`src/rtl/alu_issue_stage.sv`:
```
// ID/EX pipeline register feeding the ALU.
// Captures decoded operands and control, stalls decode on load-use hazards,
// squashes on taken-branch flush and forwards EX/MEM and MEM/WB results
// onto the registered source operands.
//
// Handshake: decode holds an instruction while valid_i is high. It is
// consumed on a rising edge when ready_o is high. ready_o drops only for a
// load-use hazard. Decode must then hold every input unchanged so the same
// instruction is presented again on the following cycle.
module alu_issue_stage #(
   parameter int DW = 32,
   parameter int AW = 5
) (
   input  logic          clk_i,
   input  logic          rst_i,
   input  logic          valid_i,
   output logic          ready_o,
   input  logic [AW-1:0] rs1_addr_i,
   input  logic [AW-1:0] rs2_addr_i,
   input  logic [DW-1:0] rs1_data_i,
   input  logic [DW-1:0] rs2_data_i,
   input  logic [DW-1:0] imm_i,
   input  logic          alusrc_i,
   input  logic [2:0]    aluctrl_i,
   input  logic [AW-1:0] rd_addr_i,
   input  logic          regwrite_i,
   input  logic          memread_i,
   input  logic          flush_i,
   input  logic [AW-1:0] exmem_rd_i,
   input  logic          exmem_regwrite_i,
   input  logic [DW-1:0] exmem_result_i,
   input  logic [AW-1:0] memwb_rd_i,
   input  logic          memwb_regwrite_i,
   input  logic [DW-1:0] memwb_result_i,
   output logic          valid_o,
   output logic [DW-1:0] ALUop1_o,
   output logic [DW-1:0] ALUop2_o,
   output logic [2:0]    ALUctrl_o,
   output logic [DW-1:0] store_data_o,
   output logic [AW-1:0] rd_addr_o,
   output logic          regwrite_o,
   output logic          memread_o
);

   logic          valid_q,    valid_d;
   logic [AW-1:0] rs1_addr_q, rs1_addr_d;
   logic [AW-1:0] rs2_addr_q, rs2_addr_d;
   logic [DW-1:0] rs1_data_q, rs1_data_d;
   logic [DW-1:0] rs2_data_q, rs2_data_d;
   logic [DW-1:0] imm_q,      imm_d;
   logic          alusrc_q,   alusrc_d;
   logic [2:0]    aluctrl_q,  aluctrl_d;
   logic [AW-1:0] rd_addr_q,  rd_addr_d;
   logic          regwrite_q, regwrite_d;
   logic          memread_q,  memread_d;

   logic          hz;
   logic          take;
   logic [DW-1:0] fwd_rs1;
   logic [DW-1:0] fwd_rs2;

   // A bubble never writes and never counts as a load.
   assign valid_o    = valid_q;
   assign regwrite_o = regwrite_q & valid_q;
   assign memread_o  = memread_q & valid_q;
   assign rd_addr_o  = rd_addr_q;
   assign ALUctrl_o  = aluctrl_q;

   // Load-use hazard: the load in this stage has not produced its data yet.
   // rs2 only matters when the ALU actually uses it (alusrc low).
   assign hz = valid_i & valid_q & memread_o & (rd_addr_q != '0) &
               ((rs1_addr_i == rd_addr_q) |
                (~alusrc_i & (rs2_addr_i == rd_addr_q)));
   assign ready_o = ~hz;

   // Flush and hazard both force a bubble; flush wins, but the outcome is the same.
   assign take = ~flush_i & ~hz;

   // Next-state: capture decode on a normal cycle, otherwise insert a bubble.
   always_comb begin
      valid_d    = 1'b0;
      regwrite_d = 1'b0;
      memread_d  = 1'b0;
      rs1_addr_d = rs1_addr_q;
      rs2_addr_d = rs2_addr_q;
      rs1_data_d = rs1_data_q;
      rs2_data_d = rs2_data_q;
      imm_d      = imm_q;
      alusrc_d   = alusrc_q;
      aluctrl_d  = aluctrl_q;
      rd_addr_d  = rd_addr_q;
      if (take) begin
         valid_d    = valid_i;
         regwrite_d = regwrite_i;
         memread_d  = memread_i;
         rs1_addr_d = rs1_addr_i;
         rs2_addr_d = rs2_addr_i;
         rs1_data_d = rs1_data_i;
         rs2_data_d = rs2_data_i;
         imm_d      = imm_i;
         alusrc_d   = alusrc_i;
         aluctrl_d  = aluctrl_i;
         rd_addr_d  = rd_addr_i;
      end
   end

   // Stage register; reset clears everything, dropping any held instruction.
   always_ff @(posedge clk_i or posedge rst_i) begin
      if (rst_i) begin
         valid_q    <= 1'b0;
         regwrite_q <= 1'b0;
         memread_q  <= 1'b0;
         rs1_addr_q <= '0;
         rs2_addr_q <= '0;
         rs1_data_q <= '0;
         rs2_data_q <= '0;
         imm_q      <= '0;
         alusrc_q   <= 1'b0;
         aluctrl_q  <= '0;
         rd_addr_q  <= '0;
      end else begin
         valid_q    <= valid_d;
         regwrite_q <= regwrite_d;
         memread_q  <= memread_d;
         rs1_addr_q <= rs1_addr_d;
         rs2_addr_q <= rs2_addr_d;
         rs1_data_q <= rs1_data_d;
         rs2_data_q <= rs2_data_d;
         imm_q      <= imm_d;
         alusrc_q   <= alusrc_d;
         aluctrl_q  <= aluctrl_d;
         rd_addr_q  <= rd_addr_d;
      end
   end

   // Forward rs1: the younger EX/MEM result beats MEM/WB; x0 is never forwarded.
   always_comb begin
      fwd_rs1 = rs1_data_q;
      if (exmem_regwrite_i && (exmem_rd_i != '0) && (exmem_rd_i == rs1_addr_q))
         fwd_rs1 = exmem_result_i;
      else if (memwb_regwrite_i && (memwb_rd_i != '0) && (memwb_rd_i == rs1_addr_q))
         fwd_rs1 = memwb_result_i;
   end

   // Forward rs2 with the same priority; it feeds both op2 and store data.
   always_comb begin
      fwd_rs2 = rs2_data_q;
      if (exmem_regwrite_i && (exmem_rd_i != '0) && (exmem_rd_i == rs2_addr_q))
         fwd_rs2 = exmem_result_i;
      else if (memwb_regwrite_i && (memwb_rd_i != '0) && (memwb_rd_i == rs2_addr_q))
         fwd_rs2 = memwb_result_i;
   end

   assign ALUop1_o     = fwd_rs1;
   assign ALUop2_o     = alusrc_q ? imm_q : fwd_rs2;
   assign store_data_o = fwd_rs2;

endmodule

```
`config.mk`:
```
export PLATFORM = sky130hd
export DESIGN_NAME = alu_issue_stage
export DESIGN_NICKNAME = d
export VERILOG_FILES = /design/src/rtl/alu_issue_stage.sv
export SDC_FILE = /design/constraint.sdc
export NUM_CORES = 1
export LEC_CHECK = 0
export ABC_AREA = 1
export CORE_MARGIN = 5
export CORE_UTILIZATION = 48
export CTS_CLUSTER_DIAMETER = 40
export DETAILED_ROUTE_END_ITERATION = 7
export GPL_TIMING_DRIVEN = 0
export PLACE_DENSITY = 0.85
export SLEW_MARGIN = 10
export SYNTH_ARGS = -nofsm -noshare
export SYNTH_HDL_FRONTEND = slang
export SYNTH_SLANG_ARGS = --single-unit
```
`constraint.sdc`:
```
create_clock -name clk_i -period 11.5 [get_ports clk_i]
set_clock_uncertainty 0.2 [all_clocks]
set_input_delay 2.3 -clock clk_i [delete_from_list [all_inputs] [get_ports clk_i]]
set_output_delay 2.3 -clock clk_i [all_outputs]
set_load 0.03 [all_outputs]
```
==> reports/metrics.cfg <==
[global_route]
grt_pass1_wl_um=46800
gr-total-overflow=0
grt_pass1_vias=8871
grt_max_degree=88
grt_usage_pct=33.27
grt_antenna_before_repair=4

[routing]
drc_errors=0
drtIter0Drc=767
postRouteAntennaNets=0
drt_wl_total_um=30950
wl_per_cell_um=18.58
via_count=9078
first_pass_iters=6
viasPerCell=5.449

[layout]
final_layout_size_suffix_gt1_share_pct=5.854
multi_input_area_um2=3760
final_cell_mix=nand2_1, clkdlybuf4s50_1, nand3_1
final_area_um2=11520
fin_cells=1666
final-seq-area_um2=2953
area.growth.synth_to_final_pct=53.02
nFillCells=1239
layout.nets=1637
final_util_pct=75.20
final_common_cell=nand2_1

[worst_hold_path]
worst_hold_path.endpoint=imm_q[13]
holdCritPathClass=register to register
whs_path_depth=2
hold_path.startpoint=imm_q[13]

[clock_tree]
clock_sinks=118
clk_latency_ns=0.42
path_clk_slew_ns=0.05
cts_resized=0
cts_setup_buffers=0
cts_root_buf=clkbuf_16
cts_hold_buf=0
numCtsBuffers=17
cts_max_path_buffers=2
tritoncts=done
htreeDepth=4

[floorplanning]
design.portCount=305
fp.dieW_um=135.2
fp.dieH_um=135.2
rows=45
core-area_um2=15310
die_area_um2=18280
start_util_pct=49.14

[timing]
tns_ns=0
setup_viol=0
tightestPinTransition_ns=0.6751
rsz0062_at_grt=false
timing.fmax_mhz=129.2
final_max_slew_viol_count=0
min_period_ns=7.738
max_slew_margin_pct=54.83
finalHoldViolations=0
finalCritPeriodShare_pct=67.29

[critical_path]
cp.depth=9
crit_chain=clkdlybuf4s50_1, xor2_1, nor2_1, nand3b_1, buf_2, nand3_1, nand3_1, nand2_1, clkdlybuf4s50_1
crit_path_max_incr_delay_ns=0.67
criticalPathCategory=input pin to output pin
critPathBufInv=3
ff2ff_path_depth=9
r2r_setup_slack_ns=9.43
crit_family=buffers and inverters
crit_arrival_ns=5.24
r2r_start=rd_addr_o[1]
worstPathRequired_ns=9.00
critPathLaunchType=input pin
crit_path_end_kind=output pin
cp_slowest_cell=clkdlybuf4s50_1
worst_r2r_endpoint=imm_q[12]
cp_max_fo=10

[pwr]
leakagePower_nw=5.793
max-vdd-ir-drop_v=0.00009617
swShare_pct=31.71
combPwrFrac_pct=31.3
p_per_area_nw_per_um2=134.8
p_seq_share_pct=30.7
p_clk_share_pct=37.9
p_sw_mw=0.4921
p_int_mw=1.060

[placement]
dp_hpwl_um=24190
dpl.cell_count=1632
place_congestion=0.9518
io_buffers=304
dpl_cell_area_um2=10870

[yosys]
ys_ff_latch=118
synth_nets=1313
ys_types=26
yosys_warnings=0
yosysSeqAreaShare_pct=39.24
syn_inst=1116
syn_area_um2=7526
avgSynthCellArea_um2=6.744

[job]
max_cap_viol_count=0

[run_status]
status=complete, no violations

sequential cells by signal (all words and copies together) (netlist names):
register,count
valid_o,1
rd_addr_o,5
regwrite_q,1
memread_q,1
rs2_data_q,32
ALUctrl_o,3
rs1_addr_q,5
alusrc_q,1
rs1_data_q,32
imm_q,32
rs2_addr_q,5
worst max path at each step:
| stage | start | to | slack, ns |
|---|---|---|---|
| after floorplan | exmem_rd_i[0] | ALUop1_o[11] | 5.24 |
| after global placement | exmem_rd_i[4] | ALUop2_o[14] | 3.84 |
| after detailed placement | exmem_rd_i[4] | ALUop2_o[25] | 3.81 |
| after CTS | exmem_rd_i[4] | ALUop2_o[23] | 3.80 |
| after global routing | exmem_rd_i[4] | ALUop2_o[29] | 3.65 |
| final | exmem_rd_i[4] | ALUop2_o[25] | 3.76 |
layer usage:
layer	track usage, %	share of wire, %	vias to the layer above
li1	-	-	4235
met1	39.12	35	4191
met2	55.56	48	553
met3	10.85	12	97
met4	14.84	4.6	2
met5	0	0.065	-
kinds of logic after synthesis:
| kind of cell | Yosys count | synth area share [%] |
|---|---|---|
| and+or+nand+nor | 744 | 44.52 |
| buffers and inverters | 193 | 10.81 |
| xor gates and xnor gates | 27 | 3.142 |
| DFF | 118 | 39.24 |
| AOI/OAI and AO/OA | 34 | 2.294 |
cells in the mapped netlist:
cell / count / area share [%]
nand2_4: 1 / 0.15
buf_2: 38 / 2.5
nand3_2: 1 / 0.13
xor2_1: 14 / 1.6
o21ai_1: 15 / 1.0
and2_1: 32 / 2.7
nor2_2: 2 / 0.17
inv_1: 111 / 5.5
clkbuf_1: 26 / 1.3
nand3b_1: 1 / 0.10
nand4_1: 34 / 2.8
o21ai_0: 18 / 1.2
buf_6: 3 / 0.45
nand2_2: 1 / 0.083
buf_4: 5 / 0.50
buf_1: 7 / 0.35
dfrtp_1: 118 / 39
nor3_4: 1 / 0.22
nor2_1: 14 / 0.70
nor3_2: 1 / 0.13
nand2_1: 377 / 19
nor3_1: 1 / 0.066
xnor2_1: 13 / 1.5
inv_2: 3 / 0.15
nand3_1: 278 / 18
o211ai_1: 1 / 0.10
per-stage QoR:
stage / hold WS (ns) / total power, mW / setup slack (ns)
2_1_floorplan: 0.2417 / 0.7334 / 5.239
3_3_place_gp: 0.2534 / 0.9565 / 3.842
3_5_place_dp: 0.2582 / 0.9639 / 3.814
4_1_cts: 0.2716 / 1.550 / 3.800
5_1_grt: 0.2793 / 1.614 / 3.646
6_report: 0.2682 / 1.552 / 3.762
worst register-to-register path: stages, from the launching register on:
cell,delay (ns)
dfrtp_1,0.43
xor2_1,0.18
nor2_1,0.14
nand4_1,0.10
nand2_1,0.08
nand2_2,0.16
nand2_4,0.21
buf_2,0.33
nand2_1,0.09
nand2_1,0.07
power groups by stage:
stage / Combinational (mW) / Sequential [mW] / Clock (mW)
finish: 0.486 / 0.477 / 0.589
global route: 0.520 / 0.481 / 0.613
CTS: 0.485 / 0.476 / 0.590
detailed placement: 0.482 / 0.482 / 0
global placement: 0.475 / 0.481 / 0
floorplan: 0.251 / 0.482 / 0
area by class of cell:
class | instances | share of cell area (%)
clock buffer | 21 | 3.824
timing repair buffer | 305 | 26.66
sequential | 118 | 25.64
tap | 211 | 2.292
multi-input combinational | 805 | 32.65
antenna | 3 | 0.06519
buffer | 79 | 3.346
inverter | 114 | 3.759
clock inverter | 10 | 1.760
Power figures use the tool's default switching activity.
